File: config.mk
export PLATFORM = sky130hd
export DESIGN_NAME = codec_intf
export DESIGN_NICKNAME = d
export VERILOG_FILES = /design/src/rtl/codec_pkg.sv /design/src/rtl/codec_clk_gen.sv /design/src/rtl/codec_intf.sv
export SDC_FILE = /design/constraint.sdc
export NUM_CORES = 1
export LEC_CHECK = 0
export CORE_UTILIZATION = 30
export CTS_CLUSTER_SIZE = 25
export DETAILED_ROUTE_END_ITERATION = 12
export HOLD_SLACK_MARGIN = 0.03
export PLACE_DENSITY = 0.52
export SLEW_MARGIN = 10
export SYNTH_ARGS = -nofsm -noshare
export SYNTH_HDL_FRONTEND = slang
export SYNTH_SLANG_ARGS = --single-unit
File: constraint.sdc
create_clock -name clk -period 7.35 [get_ports clk]
set_clock_uncertainty 0.2 [all_clocks]
set_input_delay 1.47 -clock clk [delete_from_list [all_inputs] [get_ports clk]]
set_output_delay 1.47 -clock clk [all_outputs]
set_load 0.05 [all_outputs]
File: src/rtl/codec_pkg.sv
// Shared types and constants for the serial codec interface.
// Frame geometry, state encoding and frame-position constants.
package codec_pkg;

  localparam int SMPL_W  = 16;
  localparam int CNT_W   = 10;
  localparam int SCLK_LG = 5;
  localparam int FRM_W   = 2 * SMPL_W;

  typedef logic [FRM_W-1:0]  frame_t;
  typedef logic [SMPL_W-1:0] smpl_t;
  typedef logic [CNT_W-1:0]  cnt_t;

  typedef enum logic [1:0] {
    INIT,
    SYNC,
    RUN
  } codec_state_t;

  // Last count of the frame: TX load and FSM step.
  localparam cnt_t TX_LOAD = '1;

  // Last SCLK rise of the frame: half an SCLK before TX_LOAD.
  localparam cnt_t RX_LAST_RISE =
    TX_LOAD & ~cnt_t'(1 << (SCLK_LG - 1));

  // Phase within one SCLK period of the rise/fall events.
  localparam logic [SCLK_LG-1:0] RISE_PH =
    {1'b0, {(SCLK_LG-1){1'b1}}};
  localparam logic [SCLK_LG-1:0] FALL_PH = '1;

endpackage

File: src/rtl/codec_clk_gen.sv
// Free-running frame counter and derived codec clocks.
// Clocks are raw counter bits so they never glitch.
module codec_clk_gen
  import codec_pkg::*;
(
  input  logic             clk,
  input  logic             rst_n,
  output logic [CNT_W-1:0] o_cnt,
  output logic             o_mclk,
  output logic             o_sclk,
  output logic             o_lrclk,
  output logic             o_rise_ev,
  output logic             o_fall_ev,
  output logic             o_frame_end
);

  cnt_t r_cnt;

  // Counter wraps naturally at 2**CNT_W.
  always_ff @(posedge clk or negedge rst_n) begin
    if (!rst_n) begin
      r_cnt <= '0;
    end else begin
      r_cnt <= r_cnt + 1'b1;
    end
  end

  assign o_cnt   = r_cnt;
  assign o_mclk  = r_cnt[1];
  assign o_sclk  = r_cnt[SCLK_LG-1];
  assign o_lrclk = r_cnt[CNT_W-1];

  // Events fire on the clk edge that moves SCLK.
  assign o_rise_ev =
    (r_cnt[SCLK_LG-1:0] == RISE_PH);
  assign o_fall_ev =
    (r_cnt[SCLK_LG-1:0] == FALL_PH);
  assign o_frame_end = (r_cnt == TX_LOAD);

endmodule

File: src/rtl/codec_intf.sv
// Codec pin interface: clocks, ADC deserialiser, DAC serialiser.
// Option CODEC_LOOPBACK_EN adds an ADC->DAC bypass input.
module codec_intf
  import codec_pkg::*;
(
  input  logic              clk,
  input  logic              rst_n,
  input  logic [SMPL_W-1:0] lft_in,
  input  logic [SMPL_W-1:0] rht_in,
  input  logic              ADC_SDout,
`ifdef CODEC_LOOPBACK_EN
  input  logic              loopback,
`endif
  output logic [SMPL_W-1:0] lft_out,
  output logic [SMPL_W-1:0] rht_out,
  output logic              valid,
  output logic              MCLK,
  output logic              SCLK,
  output logic              LRCLK,
  output logic              RSTn,
  output logic              DAC_SDin
);

  cnt_t         w_cnt;
  logic         w_rise_ev;
  logic         w_fall_ev;
  logic         w_frame_end;

  codec_state_t r_state;
  codec_state_t w_state_nxt;
  logic         w_rstn_nxt;
  logic         w_cap_en;
  logic         w_valid_nxt;

  frame_t       r_rx;
  frame_t       w_rx_nxt;
  smpl_t        r_lft;
  smpl_t        r_rht;
  logic         r_valid;
  logic         r_rstn;

  frame_t       r_tx;
  frame_t       w_tx_src;
  logic         r_dac;

  codec_clk_gen u_clk_gen (
    .clk         (clk),
    .rst_n       (rst_n),
    .o_cnt       (w_cnt),
    .o_mclk      (MCLK),
    .o_sclk      (SCLK),
    .o_lrclk     (LRCLK),
    .o_rise_ev   (w_rise_ev),
    .o_fall_ev   (w_fall_ev),
    .o_frame_end (w_frame_end)
  );

  // State register: INIT holds codec in reset.
  always_ff @(posedge clk or negedge rst_n) begin
    if (!rst_n) begin
      r_state <= INIT;
      r_rstn  <= 1'b0;
    end else begin
      r_state <= w_state_nxt;
      r_rstn  <= w_rstn_nxt;
    end
  end

  // Next state only at frame boundary; capture strobe.
  always_comb begin
    w_state_nxt = r_state;
    if (w_frame_end) begin
      case (r_state)
        INIT:    w_state_nxt = SYNC;
        SYNC:    w_state_nxt = RUN;
        RUN:     w_state_nxt = RUN;
        default: w_state_nxt = INIT;
      endcase
    end
    w_rstn_nxt  = (w_state_nxt != INIT);
    w_cap_en    = w_rise_ev &&
                  (w_cnt == RX_LAST_RISE);
    w_valid_nxt = w_cap_en && (r_state == RUN);
  end

  assign w_rx_nxt =
    {r_rx[FRM_W-2:0], ADC_SDout};

  // ADC shift register samples on each SCLK rise.
  always_ff @(posedge clk or negedge rst_n) begin
    if (!rst_n) begin
      r_rx <= '0;
    end else if (w_rise_ev) begin
      r_rx <= w_rx_nxt;
    end
  end

  // Output pair includes the bit taken on the last rise.
  always_ff @(posedge clk or negedge rst_n) begin
    if (!rst_n) begin
      r_lft   <= '0;
      r_rht   <= '0;
      r_valid <= 1'b0;
    end else begin
      r_valid <= w_valid_nxt;
      if (w_valid_nxt) begin
        r_lft <= w_rx_nxt[FRM_W-1:SMPL_W];
        r_rht <= w_rx_nxt[SMPL_W-1:0];
      end
    end
  end

`ifdef CODEC_LOOPBACK_EN
  assign w_tx_src = loopback ?
    {r_lft, r_rht} : {lft_in, rht_in};
`else
  assign w_tx_src = {lft_in, rht_in};
`endif

  // DAC shifter: load at frame end beats fall shift.
  always_ff @(posedge clk or negedge rst_n) begin
    if (!rst_n) begin
      r_tx  <= '0;
      r_dac <= 1'b0;
    end else if (w_frame_end) begin
      r_tx  <= w_tx_src;
      r_dac <= w_tx_src[FRM_W-1];
    end else if (w_fall_ev) begin
      r_tx  <= {r_tx[FRM_W-2:0], 1'b0};
      r_dac <= r_tx[FRM_W-2];
    end
  end

  assign lft_out  = r_lft;
  assign rht_out  = r_rht;
  assign valid    = r_valid;
  assign RSTn     = r_rstn;
  assign DAC_SDin = r_dac;

endmodule

### After elaboration in Yosys (flattened, before gate mapping)

Index checks and enable logic that the tools add are counted.

| operators by class | value |
|---|---|
| multiplexer cells | 6 |
| add/sub/neg operators | 1 |
| reduce and logical (&&, ||, !) cells | 6 |
| equality and inequality tests | 6 |

Operator list:

| operator | count |
|---|---|
| two-way mux 31 bit | 2 |
| == test 10 bit (second input constant) | 2 |
| adder 10 x 1 -> 10 bit (second input constant) | 1 |
| == test 5 x 4 -> 1 bit (second input constant) | 1 |
| == test 5 bit (second input constant) | 1 |
| one-hot mux 2 bit (2 select lines) | 1 |
| nonzero test 2 bit | 2 |
| == test 2 x 1 -> 1 bit (second input constant) | 1 |
| == test 2 bit (second input constant) | 1 |
| logical AND 1 bit | 2 |
| logical NOT 2 bit | 1 |
| two-way mux 1 bit | 2 |
| two-way mux 2 bit | 1 |
| OR reduction 2 bit | 1 |

| word-level totals | value |
|---|---|
| output and inout port bits | 38 |
| input bits | 35 |
| flip-flop bits (word level) | 109 |
| word-level logic and storage cells | 28 |

### Longest topological paths before layout

Gate-level depths: netlist (run 1).

| logic depth | value |
|---|---|
| depth in word-level cells | 5 |
| gate-level depth with buffers | 8 |
| gate-level depth less buffers | 7 |

### Modules after synthesis

A second synthesis (run 1) with hierarchy kept.

| second synthesis, totals | value |
|---|---|
| cell total of the unflattened synthesis | 327 |
| area total of the unflattened synthesis | 4,423.0 um2 |

By module, submodules not included:

| module | sequential area each (um2) | area an instance (um2) | cells an instance | times used |
|---|---|---|---|---|
| codec_intf | 2,477.4 | 3,967.6 | 288 | 1 |
| codec_clk_gen | 250.2 | 455.4 | 39 | 1 |

### Worst setup path before layout (run 1)

No wires, ideal clock.

| timing | value |
|---|---|
| path type | reg-to-reg |
| start | register u_clk_gen.r_cnt[1] (netlist: u_clk_gen.o_cnt[1]) |
| end | register r_tx[11] |
| path slack | 4,618 ps |
| required time | 7,023 ps |
| stages on the path, launching flop included | 9 |
| arrival | 2,405 ps |
| path buffers | 2 |
| clock period less this slack | 2,732 ps |
| library setup time | 127 ps |
| cells stage by stage | dfrtp_1 ha_1 nand3_1 inv_1 ha_1 clkbuf_1 clkbuf_1 mux2_2 mux2_1 |

| on the way | value |
|---|---|
| longest elaborated chain between the ends | 2 |
| elaborated cells on any way between the ends | 4 |
| classes of those cells | eq/ne: 2; mux: 1; reduce/logical: 1 |

Ends and longest elaborated chain:

| what | line | RTL |
|---|---|---|
| start: declaration | codec_clk_gen.sv:17 | `cnt_t r_cnt;` |
| start signal: assignment | codec_clk_gen.sv:24 | `r_cnt <= r_cnt + 1'b1;` |
| == test 10 bit / == test 5 bit (equally long branches) | codec_clk_gen.sv:38, codec_clk_gen.sv:37 |  |
| two-way mux 31 bit / nonzero test 2 bit (equally long branches) | n/a |  |
| end signal: assignment | codec_intf.sv:126 | `r_tx <= w_tx_src;` |
| end signal: assignment | codec_intf.sv:129 | `r_tx <= {r_tx[FRM_W-2:0], 1'b0};` |
| end: declaration | codec_intf.sv:42 | `frame_t r_tx;` |

Several ways; a longest one is shown, not always the timed one.
A chain may end at the register's enable or synchronous reset.

### Worst setup path in the final report (run 1)

| timing | value |
|---|---|
| start | register u_clk_gen.r_cnt[4] (netlist: u_clk_gen.o_cnt[4]) |
| end | output SCLK |

RTL lines:

| what | line | RTL |
|---|---|---|
| end: declaration | codec_intf.sv:18 | `output logic SCLK,` |

No word-level cell between the ends.

==> flow_summary.toml, run 1 <==
[power]
p_comb_frac = 0.027
power_density_mw_per_mm2 = 196
vdd_drop_max_mv = 0.104
p_int_mw = 0.907
power.switching_mw = 0.224
clkPwrFrac = 0.442
swShare = 0.198
seqPwrFrac = 0.531
leakage_nw = 2.80
total_power_mw = 1.13

[run_status]
failed_checks = "DRC"
status = "finished, violations left"

[sta]
clock.fmax_mhz = 303
min_period_ns = 3.30
fin_ws_ns = 4.05
rsz0062_at_grt = "no"
finalHoldWorstSlack_ns = 0.249
min_period_over_period = 0.449
max-slew-margin-rel = 0.412
slew_violations = 0
max_slew.worst_pin.slew_ns = 0.882
hold_viol_final = 0
fin_tns_setup_ns = 0
setup_viol = 0

[setup_path]
cp_cell_sequence = "clkdlybuf4s50_1"
critPathBufInv = 1
startpoint_type = "flip-flop"
critPathTopFamily = "buffers and inverters"
endpoint_kind = "primary output"
arrival_ns = 1.63
cp_max_fo = 6
cp_slowest_cell = "clkdlybuf4s50_1"
cp_slowest_stage_delay_ns = 0.84
worstSetupPathType = "reg -> out"
required_ns = 5.68

[synthesis]
netlist.area_leader.share = 0.601
synth_nets = 330
yosysSeqAreaShare = 0.601
syn_area_per_cell_sq_um = 15.6
ys.flop_type = "dfrtp_1"
async_flop_share = 1.00
synthTopCellsByCount = "mux2_2 (119), dfrtp_1 (109), mux2_1 (9)"
synth.distinct_cells = 22
synth_area_sq_mm = 0.00454
synth_top_cells_by_area = "dfrtp_1 (60%), mux2_2 (30%), mux2_1 (2.2%)"
synth_most_common_cell = "mux2_2"
synth_edf_count = 0
synth_cells = 290
yosys_warnings = 0
ys_ff_latch = 109
yosysTopAreaCell = "dfrtp_1"

[placed_design]
placed_area_sq_mm = 0.00545
io_buffers = 72
dp_hpwl_um = 5120
post-place-ws_ns = 4.27
gp_congestion = 0.677

[floorplanning]
die_h_um = 125
core_area_sq_mm = 0.0146
io_pins = 73
rows = 44
start_util = 0.310
fp.dieW_um = 125
fp.dieArea_sq_mm = 0.0156

[clock_tree]
tritoncts = "done"
cts.repair.resized = 0
clock-root-buffer = "clkbuf_16"
htree_levels = 3
cts_hold_buffers = 0
cts_inserted_buffers = 9
postCtsSetupBuffers = 0
clkSinkCount = 109
clock_path_buffers = 2
clkTransAtPathRegs_ns = 0.07
clkLatencyLatePin_ns = 0.35

[detailed_routing]
drc = 8
dr_total_vias = 2462
via_per_inst = 4.45
antenna_left = 0
drt_pass1_iterations = 8
drt_iter0_drc = 60
wl_per_cell_um = 14.4
wirelength_um = 7950

[finish]
fin_area_sq_mm = 0.00576
n_antenna_cell = 0
final_nets = 405
areaGrowthSynthToFinish_pct = 26.9
layout-drive-gt1-share = 0.390
fillers = 1392

[global_route]
grt_usage = 0.112
grt_max_degree = 70
grt_pass1_vias = 2655
grt_first_pass_wirelength_um = 13700
antenna_found_initial = 0
grt_overflow = 0

[job]
cap_violations = 0

[worst_hold_path]
min-delay-path-class = "reg -> reg"
==> routing by layer <==
layer / vias to the layer above / global-route usage / part of all wire
li1: 1164 / - / -
met3: 5 / 0.0398 / 0.036
met1: 1262 / 0.144 / 0.47
met4: 0 / 0.0387 / 0.015
met2: 31 / 0.174 / 0.48
met5: - / 0 / 0
==> flip-flops by register name (all words and copies together) (netlist names) <==
signal,flops
rht_out,16
u_clk_gen.o_cnt,10
lft_out,16
r_tx,31
valid,1
r_state,2
RSTn,1
r_rx,31
DAC_SDin,1
==> power groups by stage <==
| stage | Combinational [mW] | Clock (mW) | Sequential [mW] |
|---|---|---|---|
| detailed placement | 0.0318 | 0 | 0.612 |
| global placement | 0.0316 | 0 | 0.612 |
| finish | 0.0300 | 0.500 | 0.600 |
| CTS | 0.0317 | 0.524 | 0.600 |
| global route | 0.0343 | 0.545 | 0.600 |
| floorplan | 0.000648 | 0 | 0.612 |
==> final timing paths <==
path	from	to	slack, ns	cells after the start
max	u_clk_gen.o_cnt[4]	SCLK	4.05	1
min	u_clk_gen.o_cnt[0]	u_clk_gen.o_cnt[0]	0.25	1
max reg2reg	u_clk_gen.o_cnt[0]	lft_out[8]	4.45	9
min reg2reg	u_clk_gen.o_cnt[0]	u_clk_gen.o_cnt[0]	0.25	1
max in group asynchronous	rst_n	r_tx[10]	4.76	2
min in group asynchronous	rst_n	rht_out[12]	0.89	1
==> cells by family (layout without fill, tap and decap cells) <==
| logic type | count (synthesis) | after routing | synth area share |
|---|---|---|---|
| xor+xnor | 7 | 7 | 0.0135 |
| fa+ha+maj | 5 | 5 | 0.0138 |
| buf+inv | 20 | 99 | 0.0240 |
| flops | 109 | 109 | 0.601 |
| mux | 129 | 129 | 0.320 |
| simple gates | 20 | 20 | 0.0276 |
==> layout by cell type, fill, tap and decap left out <==
cell type / synthesis / layout
dfrtp_1: 109 / 109
buf_4: 3 / 6
mux2_2: 119 / 119
nor3_1: 4 / 4
nand2_1: 3 / 3
xor2_1: 5 / 5
clkinv_4: 0 / 1
clkinv_2: 0 / 1
nand4b_1: 1 / 1
clkdlybuf4s50_1: 0 / 71
inv_1: 7 / 7
nand3_1: 3 / 3
nor2_1: 4 / 4
ha_1: 5 / 5
nand3_2: 1 / 1
mux2i_1: 1 / 1
clkbuf_8: 0 / 3
nor3_4: 1 / 2
nand4_2: 1 / 1
bufinv_16: 0 / 1
nor2b_1: 1 / 1
mux2_1: 9 / 9
clkbuf_16: 0 / 9
xnor2_1: 2 / 2
==> layout make-up <==
| type | count | area (sq um) | share of cell area |
|---|---|---|---|
| flip-flops and latches | 109 | 2730 | 0.474 |
| multi-input cells | 161 | 1710 | 0.296 |
| repair buffers | 77 | 756 | 0.131 |
| clock buffers | 12 | 267 | 0.0463 |
| well taps | 184 | 230 | 0.0400 |
| clock inverters | 3 | 43.8 | 0.00761 |
| inverters | 7 | 26.3 | 0.00456 |
==> stage by stage <==
step           cells  utilization
6_report         553        0.393
5_1_grt          553        0.393
3_5_place_dp     538        0.372
4_1_cts          553        0.393
2_1_floorplan    290            -
3_3_place_gp     538        0.372
(Power assumes the default switching activity.)
==> inputs of run 2 (changes only) <==
==> constraint.sdc (replaced) <==
create_clock -name clk -period 3.4 [get_ports clk]
set_clock_uncertainty 0.2 [all_clocks]
set_input_delay 0.68 -clock clk [delete_from_list [all_inputs] [get_ports clk]]
set_output_delay 0.68 -clock clk [all_outputs]
set_load 0.05 [all_outputs]
==> run 2 against run 1 <==
The flow still finishes with violations (DRC); combinational power grew 120%; sequential cell count is the same; power grew 110%; die area is the same; wire length grew 2.0%; via count is essentially flat; highest routed layer unchanged.
==> flow_summary.toml, run 2 (synthesis results as in run 1) <==
[finish]
largestRegisters = "r_rx: 31 flops, r_tx: 31 flops"
n_antenna_cell = 0
final_nets = 405
layoutNonFillerInstCount = 554
layout_commonest_cell = "mux2_2"
areaGrowthSynthToFinish_pct = 26.9
layout-drive-gt1-share = 0.392
layout_common_cells = "mux2_2 (119), dfrtp_1 (109), clkdlybuf4s50_1 (71), mux2_1 (9), clkbuf_16 (9)"

[clock_tree]
clkLatencyLatePin_ns = 0.35
cts_inserted_buffers = 9
clkTransAtPathRegs_ns = 0.07
postCtsSetupBuffers = 0
cts_hold_buffers = 0
htree_levels = 3
clock-root-buffer = "clkbuf_16"
cts.repair.resized = 0
clkSinkCount = 109
clock_path_buffers = 2
tritoncts = "done"

[sta]
min_period_over_period = 0.747
fin_ws_ns = 0.859
max_slew.worst_pin.slew_ns = 0.573
clock.fmax_mhz = 394
rsz0062_at_grt = "no"
min_period_ns = 2.54
slew_violations = 0
fin_tns_setup_ns = 0
setup_viol = 0
hold_viol_final = 0
max-slew-margin-rel = 0.618

[power]
power.switching_mw = 0.504
seqPwrFrac = 0.541
vdd_drop_max_mv = 0.197
swShare = 0.210
power_density_mw_per_mm2 = 417
leakage_nw = 2.80
p_int_mw = 1.89
p_comb_frac = 0.028
clkPwrFrac = 0.431
total_power_mw = 2.40

[detailed_routing]
drt_iter0_drc = 109
wl_per_cell_um = 14.6
drc = 7
drt_pass1_iterations = 7
dr_total_vias = 2464
via_per_inst = 4.45
antenna_left = 0
wirelength_um = 8110

[floorplanning]
fp.dieW_um = 125
io_pins = 73
fp.dieArea_sq_mm = 0.0156
rows = 44
start_util = 0.310
core_area_sq_mm = 0.0146
die_h_um = 125

[global_route]
grt_usage = 0.114
grt_first_pass_wirelength_um = 13800
grt_overflow = 0
grt_max_degree = 110
antenna_found_initial = 0
grt_pass1_vias = 2659

[setup_path]
startpoint_type = "flip-flop"
critPathBufInv = 1
critPathTopFamily = "buffers and inverters"
required_ns = 2.52
cp_slowest_cell = "clkdlybuf4s50_1"
worstSetupPathType = "reg -> out"
endpoint_kind = "primary output"
cp_slowest_stage_delay_ns = 0.85
arrival_ns = 1.66
cp_max_fo = 6
cp_cell_sequence = "clkdlybuf4s50_1"

[worst_hold_path]
min-delay-path-class = "in -> async"

[run_status]
status = "finished, violations left"
failed_checks = "DRC"

[job]
cap_violations = 0

[placed_design]
post-place-ws_ns = 0.847
gp_congestion = 0.673
dp.cells = 538
dp_hpwl_um = 5140
io_buffers = 72
run 2: cell count changes in the layout (fill, tap and decap cells not counted), sizes merged:
| cell | before | now |
|---|---|---|
| clkinvlp | 0 | 1 |
| bufinv | 1 | 0 |
| inv | 7 | 8 |
run 2: final cells by class:
| cell class | count | area [sq um] |
|---|---|---|
| well taps | 184 | 230 |
| flip-flops and latches | 109 | 2730 |
| repair buffers | 77 | 768 |
| clock buffers | 12 | 267 |
| multi-input cells | 161 | 1710 |
| clock inverters | 4 | 30.0 |
| inverters | 7 | 26.3 |
| fillers | 1373 | 8890 |
run 2: worst register-to-register path: cells and delay by family (launching register included):
kind | cells | cell delay [ns]
simple gates | 3 | 0.52
fa+ha+maj | 2 | 0.39
buf+inv | 2 | 0.53
flops | 1 | 0.37
mux | 1 | 0.41
run 2: power by group through the flow:
stage                     registers [mW]  logic [mW]  clock network, mW
after floorplan                     1.32     0.00140                  0
after global placement              1.32      0.0690                  0
after detailed placement            1.32      0.0700                  0
after CTS                           1.30      0.0701               1.09
after global routing                1.30      0.0753               1.12
final                               1.30      0.0668               1.03
run 2: worst paths after layout:
kind	to	slack (ns)	start	cells past startpoint
setup / recovery	SCLK	0.86	u_clk_gen.o_cnt[4]	1
hold / removal	rht_out[12]	0.21	rst_n	2
setup reg to reg	lft_out[8]	0.86	u_clk_gen.o_cnt[0]	8
hold reg to reg	u_clk_gen.o_cnt[0]	0.26	u_clk_gen.o_cnt[0]	1
max in group asynchronous	r_tx[5]	2.37	rst_n	2
min in group clk	u_clk_gen.o_cnt[0]	0.26	u_clk_gen.o_cnt[0]	1
run 2: per-stage QoR:
step | instance area (sq um) | utilization | hold WS [ns]
after floorplan | 4540 | - | 0.184
after global placement | 5460 | 0.373 | 0.230
after detailed placement | 5460 | 0.373 | 0.243
after CTS | 5760 | 0.393 | 0.227
after global routing | 5760 | 0.393 | 0.251
final | 5760 | 0.393 | 0.213
run 2: routing by layer:
layer,share of wire,routed length [um],global-route usage
met3,0.036,293,0.0355
met4,0.019,153,0.0495
met1,0.47,3800,0.146
met2,0.48,3870,0.176
met5,0,0,0
==> inputs of run 3 (changes only) <==
==> constraint.sdc (replaced) <==
create_clock -name clk -period 2.6 [get_ports clk]
set_clock_uncertainty 0.2 [all_clocks]
set_input_delay 0.52 -clock clk [delete_from_list [all_inputs] [get_ports clk]]
set_output_delay 0.52 -clock clk [all_outputs]
set_load 0.05 [all_outputs]
==> run 3 against run 2 <==
The flow still finishes with violations (DRC); global-route usage about the same; first-iteration DRC count decreased by 46%; clock-buffer cell count decreased by 1; power increased by 37%; non-clock buffer count increased by 2; combinational power increased by 38%; sequential power increased by 31%; clock power increased by 44%; utilization increased by 0.67 points; register-to-register slack got worse by 0.61 ns; final cell count increased by 0.36%; sequential share of layout area decreased by 0.77 points; critical endpoint unchanged; largest cell class unchanged; highest routed layer unchanged.
==> flow_summary.toml, run 3 (synthesis results as in run 1) <==
[finish]
fin_area_sq_mm = 0.00585
largestRegisters = "r_rx: 31 flops, r_tx: 31 flops"
layout-drive-gt1-share = 0.392
fillers = 1361
postLayoutCoreUtil = 0.400
layout_commonest_cell = "mux2_2"
areaGrowthSynthToFinish_pct = 29.0
n_antenna_cell = 0
final_nets = 407
layout_common_cells = "mux2_2 (119), dfrtp_1 (108), clkdlybuf4s50_1 (71), mux2_1 (9), clkbuf_16 (9)"

[setup_path]
endpoint_kind = "primary output"
critPathBufInv = 1
arrival_ns = 1.64
cp_slowest_stage_delay_ns = 0.84
critPathTopFamily = "buffers and inverters"
required_ns = 1.88
worstSetupPathType = "reg -> out"
cp_max_fo = 6
startpoint_type = "flip-flop"
cp_slowest_cell = "clkdlybuf4s50_1"
cp_cell_sequence = "clkdlybuf4s50_1"

[floorplanning]
fp.dieW_um = 125
start_util = 0.310
io_pins = 73
fp.dieArea_sq_mm = 0.0156
rows = 44
core_area_sq_mm = 0.0146
die_h_um = 125

[power]
vdd_drop_max_mv = 0.352
total_power_mw = 3.27
leakage_nw = 2.83
power_density_mw_per_mm2 = 559

[sta]
setup_viol = 0
slew_violations = 0
min_period_over_period = 0.906
hold_viol_final = 0
max_slew.worst_pin.slew_ns = 0.540
clock.fmax_mhz = 425
max-slew-margin-rel = 0.639
min_period_ns = 2.36
rsz0062_at_grt = "no"
fin_tns_setup_ns = 0

[global_route]
grt_overflow = 0
grt_max_degree = 66
grt_usage = 0.114
antenna_found_initial = 0
grt_first_pass_wirelength_um = 13800
grt_pass1_vias = 2702

[detailed_routing]
antenna_left = 0
wirelength_um = 7830
drt_iter0_drc = 59
drt_pass1_iterations = 8
via_per_inst = 4.47
drc = 2
wl_per_cell_um = 14.1
dr_total_vias = 2483

[clock_tree]
clock-root-buffer = "clkbuf_16"
htree_levels = 3
clock_path_buffers = 2
clkLatencyLatePin_ns = 0.35
tritoncts = "done"
cts_inserted_buffers = 9
cts.repair.resized = 0
clkSinkCount = 109
clkTransAtPathRegs_ns = 0.06

[run_status]
failed_checks = "DRC"
status = "finished, violations left"

[job]
cap_violations = 0

[worst_hold_path]
min-delay-path-class = "reg -> reg"

[placed_design]
dp_hpwl_um = 5190
placed_area_sq_mm = 0.00552
gp_congestion = 0.678
io_buffers = 72
==> run 3: cell count changes in the layout (fill, tap and decap cells not counted), sizes merged <==
cell	before	now
buf	6	7
bufinv	0	2
clkbuf	12	11
clkinvlp	1	0
dlygate4sd3	0	1
==> run 3: routing by layer <==
layer	track usage	vias to the layer above	routed length [um]	part of all wire
li1	-	1176	-	-
met5	0	-	0	0
met4	0.0538	0	170	0.022
met1	0.146	1264	3600	0.46
met2	0.174	31	3750	0.48
met3	0.0351	12	298	0.038
==> run 3: path summary, 6_finish.rpt <==
check | start | end | slack, ns | cells after the start
min reg2reg | u_clk_gen.o_cnt[0] | u_clk_gen.o_cnt[0] | 0.25 | 1
min in group asynchronous | rst_n | rht_out[12] | 0.32 | 2
max in group asynchronous | rst_n | u_clk_gen.o_cnt[1] | 1.33 | 3
max reg2reg | u_clk_gen.o_cnt[1] | rht_out[1] | 0.25 | 8
max | u_clk_gen.o_cnt[4] | SCLK | 0.24 | 1
min | u_clk_gen.o_cnt[0] | u_clk_gen.o_cnt[0] | 0.25 | 1
==> run 3: per-stage QoR <==
stage | hold WS (ns) | std cells | worst slack [ns]
3_5_place_dp | 0.127 | 539 | 0.248
5_1_grt | 0.290 | 556 | 0.0386
6_report | 0.247 | 556 | 0.244
3_3_place_gp | 0.126 | 539 | 0.337
2_1_floorplan | 0.0244 | 290 | 0.0189
4_1_cts | 0.251 | 556 | 0.213
==> run 3: final cells by class <==
cell class | instances | area (sq um) | share of cell area
Clock buffer | 11 | 243 | 0.0415
Clock inverter | 5 | 82.6 | 0.0141
Inverter | 7 | 26.3 | 0.00449
Multi-Input combinational cell | 161 | 1710 | 0.292
Sequential cell | 109 | 2730 | 0.466
Tap cell | 184 | 230 | 0.0393
Timing Repair Buffer | 79 | 836 | 0.143
==> run 3: where the power goes <==
part           switching [mW]  internal, mW
Combinational          0.0397        0.0525
Sequential            0.00107          1.70
Clock                   0.610         0.875
==> run 3: timing repair <==
action / CTS / global route
buffers inserted: 0 / 0
hold buffers: 1 / 0
endpoints found under the hold margin: 92 / 0
==> variant, RTL diff (flow settings as in run 2) <==
The package constant `SMPL_W` goes from 16 to 32.
--- a/src/rtl/codec_pkg.sv
+++ b/src/rtl/codec_pkg.sv
@@ -4,3 +4,3 @@
 
-  localparam int SMPL_W  = 16;
+  localparam int SMPL_W  = 32;
   localparam int CNT_W   = 10;
Interface: changed (resized lft_in, lft_out, rht_in and rht_out); port bits go from 73 to 137. No check against the original RTL was run, so the function may have changed too.
==> variant against run 2 <==
Power rose by 110%; non-clock buffer count rose by 67; global-route usage rose by 0.24 points; sequential cell count rose by 96; final area rose by 92%; setup slack got worse by 0.20 ns; area after synthesis rose by 87%; synthesized cell count rose by 82%; wire length rose by 98%; sequential power rose by 88%; sequential share of layout area fell by 0.98 points; cell count rose by 92%; largest cell class unchanged; largest power group is now clock.
==> variant: results (changes against run 2) <==
metric,value,unit,change
met3 WL,653,um,+120%
Leakage,5.32,nW,+90%
pin count of the biggest net entering global routing,88,,-20%
Detailed Place HPWL,10.5,mm,+100%
final WL,16.0,mm,+98%
CP max-delay cell,dfrtp_1,,
syn_area_per_cell,16.0,um2,+2.5%
worst hold path class,register to register,,
PortBufs,136,,+89%
Post-Place Setup Slack,0.631,ns,-0.215 ns
met2 wire length,8.27,mm,+110%
hold_buf cts,1,,+1
hold slack,0.263,ns,+0.0502 ns
vias in the first global route,5260,,+98%
post-synthesis sequential area ratio,60.6,%,+0.49 points
dpl cells,1022,,+90%
outcome,finished clean,,
"Clk pin slew, worst setup/hold paths",0.05,ns,-0.02 ns
area post-placement,10300,um2,+88%
met2 Use GR,20.5,%,+2.9 points
clock latency on the worst-skew pair,0.52,ns,+0.17 ns
Nets,744,,+84%
Register-to-Register Setup Slack,0.66,ns,-0.20 ns
DR vias/cell,4.37,,-1.7%
VDD IR max,257,uV,+30%
GRT Resource Usage Total,11.6,%,+0.24 points
-- variant: cell types whose count changed in the layout (fill, tap and decap cells not counted), moves of 4 or more --
cell             delta
mux2_2            +118
dfrtp_1            +96
mux2_1             +10
clkinv_2            +4
clkbuf_16          +16
clkdlybuf4s50_1    +64
-- variant: kinds of logic after synthesis --
group         count (synthesis)  share of synthesized area (%)
simple gates                 20                           1.42
fa+ha+maj                     5                          0.739
flops                       205                           60.6
xor+xnor                      7                          0.724
mux                         257                           34.2
buf+inv                      34                           2.32
-- variant: area by class of cell --
cell class / instances / area (um2)
clock buffer: 33 / 706
clock inverter: 8 / 82.6
fill: 2598 / 16700
inverter: 7 / 26.3
multi-input combinational: 289 / 3160
sequential: 205 / 5130
tap: 378 / 473
timing repair buffer: 144 / 1480
-- variant: power breakdown --
group	switching [mW]	internal (mW)	total [mW]
Combinational	0.0590	0.0727	0.132
Sequential	0.000856	2.44	2.44
Clock	0.990	1.53	2.52
-- variant: worst max path at each step --
stage,startpoint,slack [ns],depth (start not counted),endpoint
6_report,u_clk_gen.o_cnt[0]$_DFF_PN0_,0.66,8,lft_out[11]$_DFFE_PN0P_
4_1_cts,u_clk_gen.o_cnt[0]$_DFF_PN0_,0.63,8,lft_out[11]$_DFFE_PN0P_
3_3_place_gp,u_clk_gen.o_cnt[1]$_DFF_PN0_,0.72,8,lft_out[13]$_DFFE_PN0P_
3_5_place_dp,u_clk_gen.o_cnt[0]$_DFF_PN0_,0.63,8,lft_out[25]$_DFFE_PN0P_
2_1_floorplan,u_clk_gen.o_cnt[1]$_DFF_PN0_,0.52,9,lft_out[11]$_DFFE_PN0P_
5_1_grt,u_clk_gen.o_cnt[0]$_DFF_PN0_,0.45,8,lft_out[11]$_DFFE_PN0P_
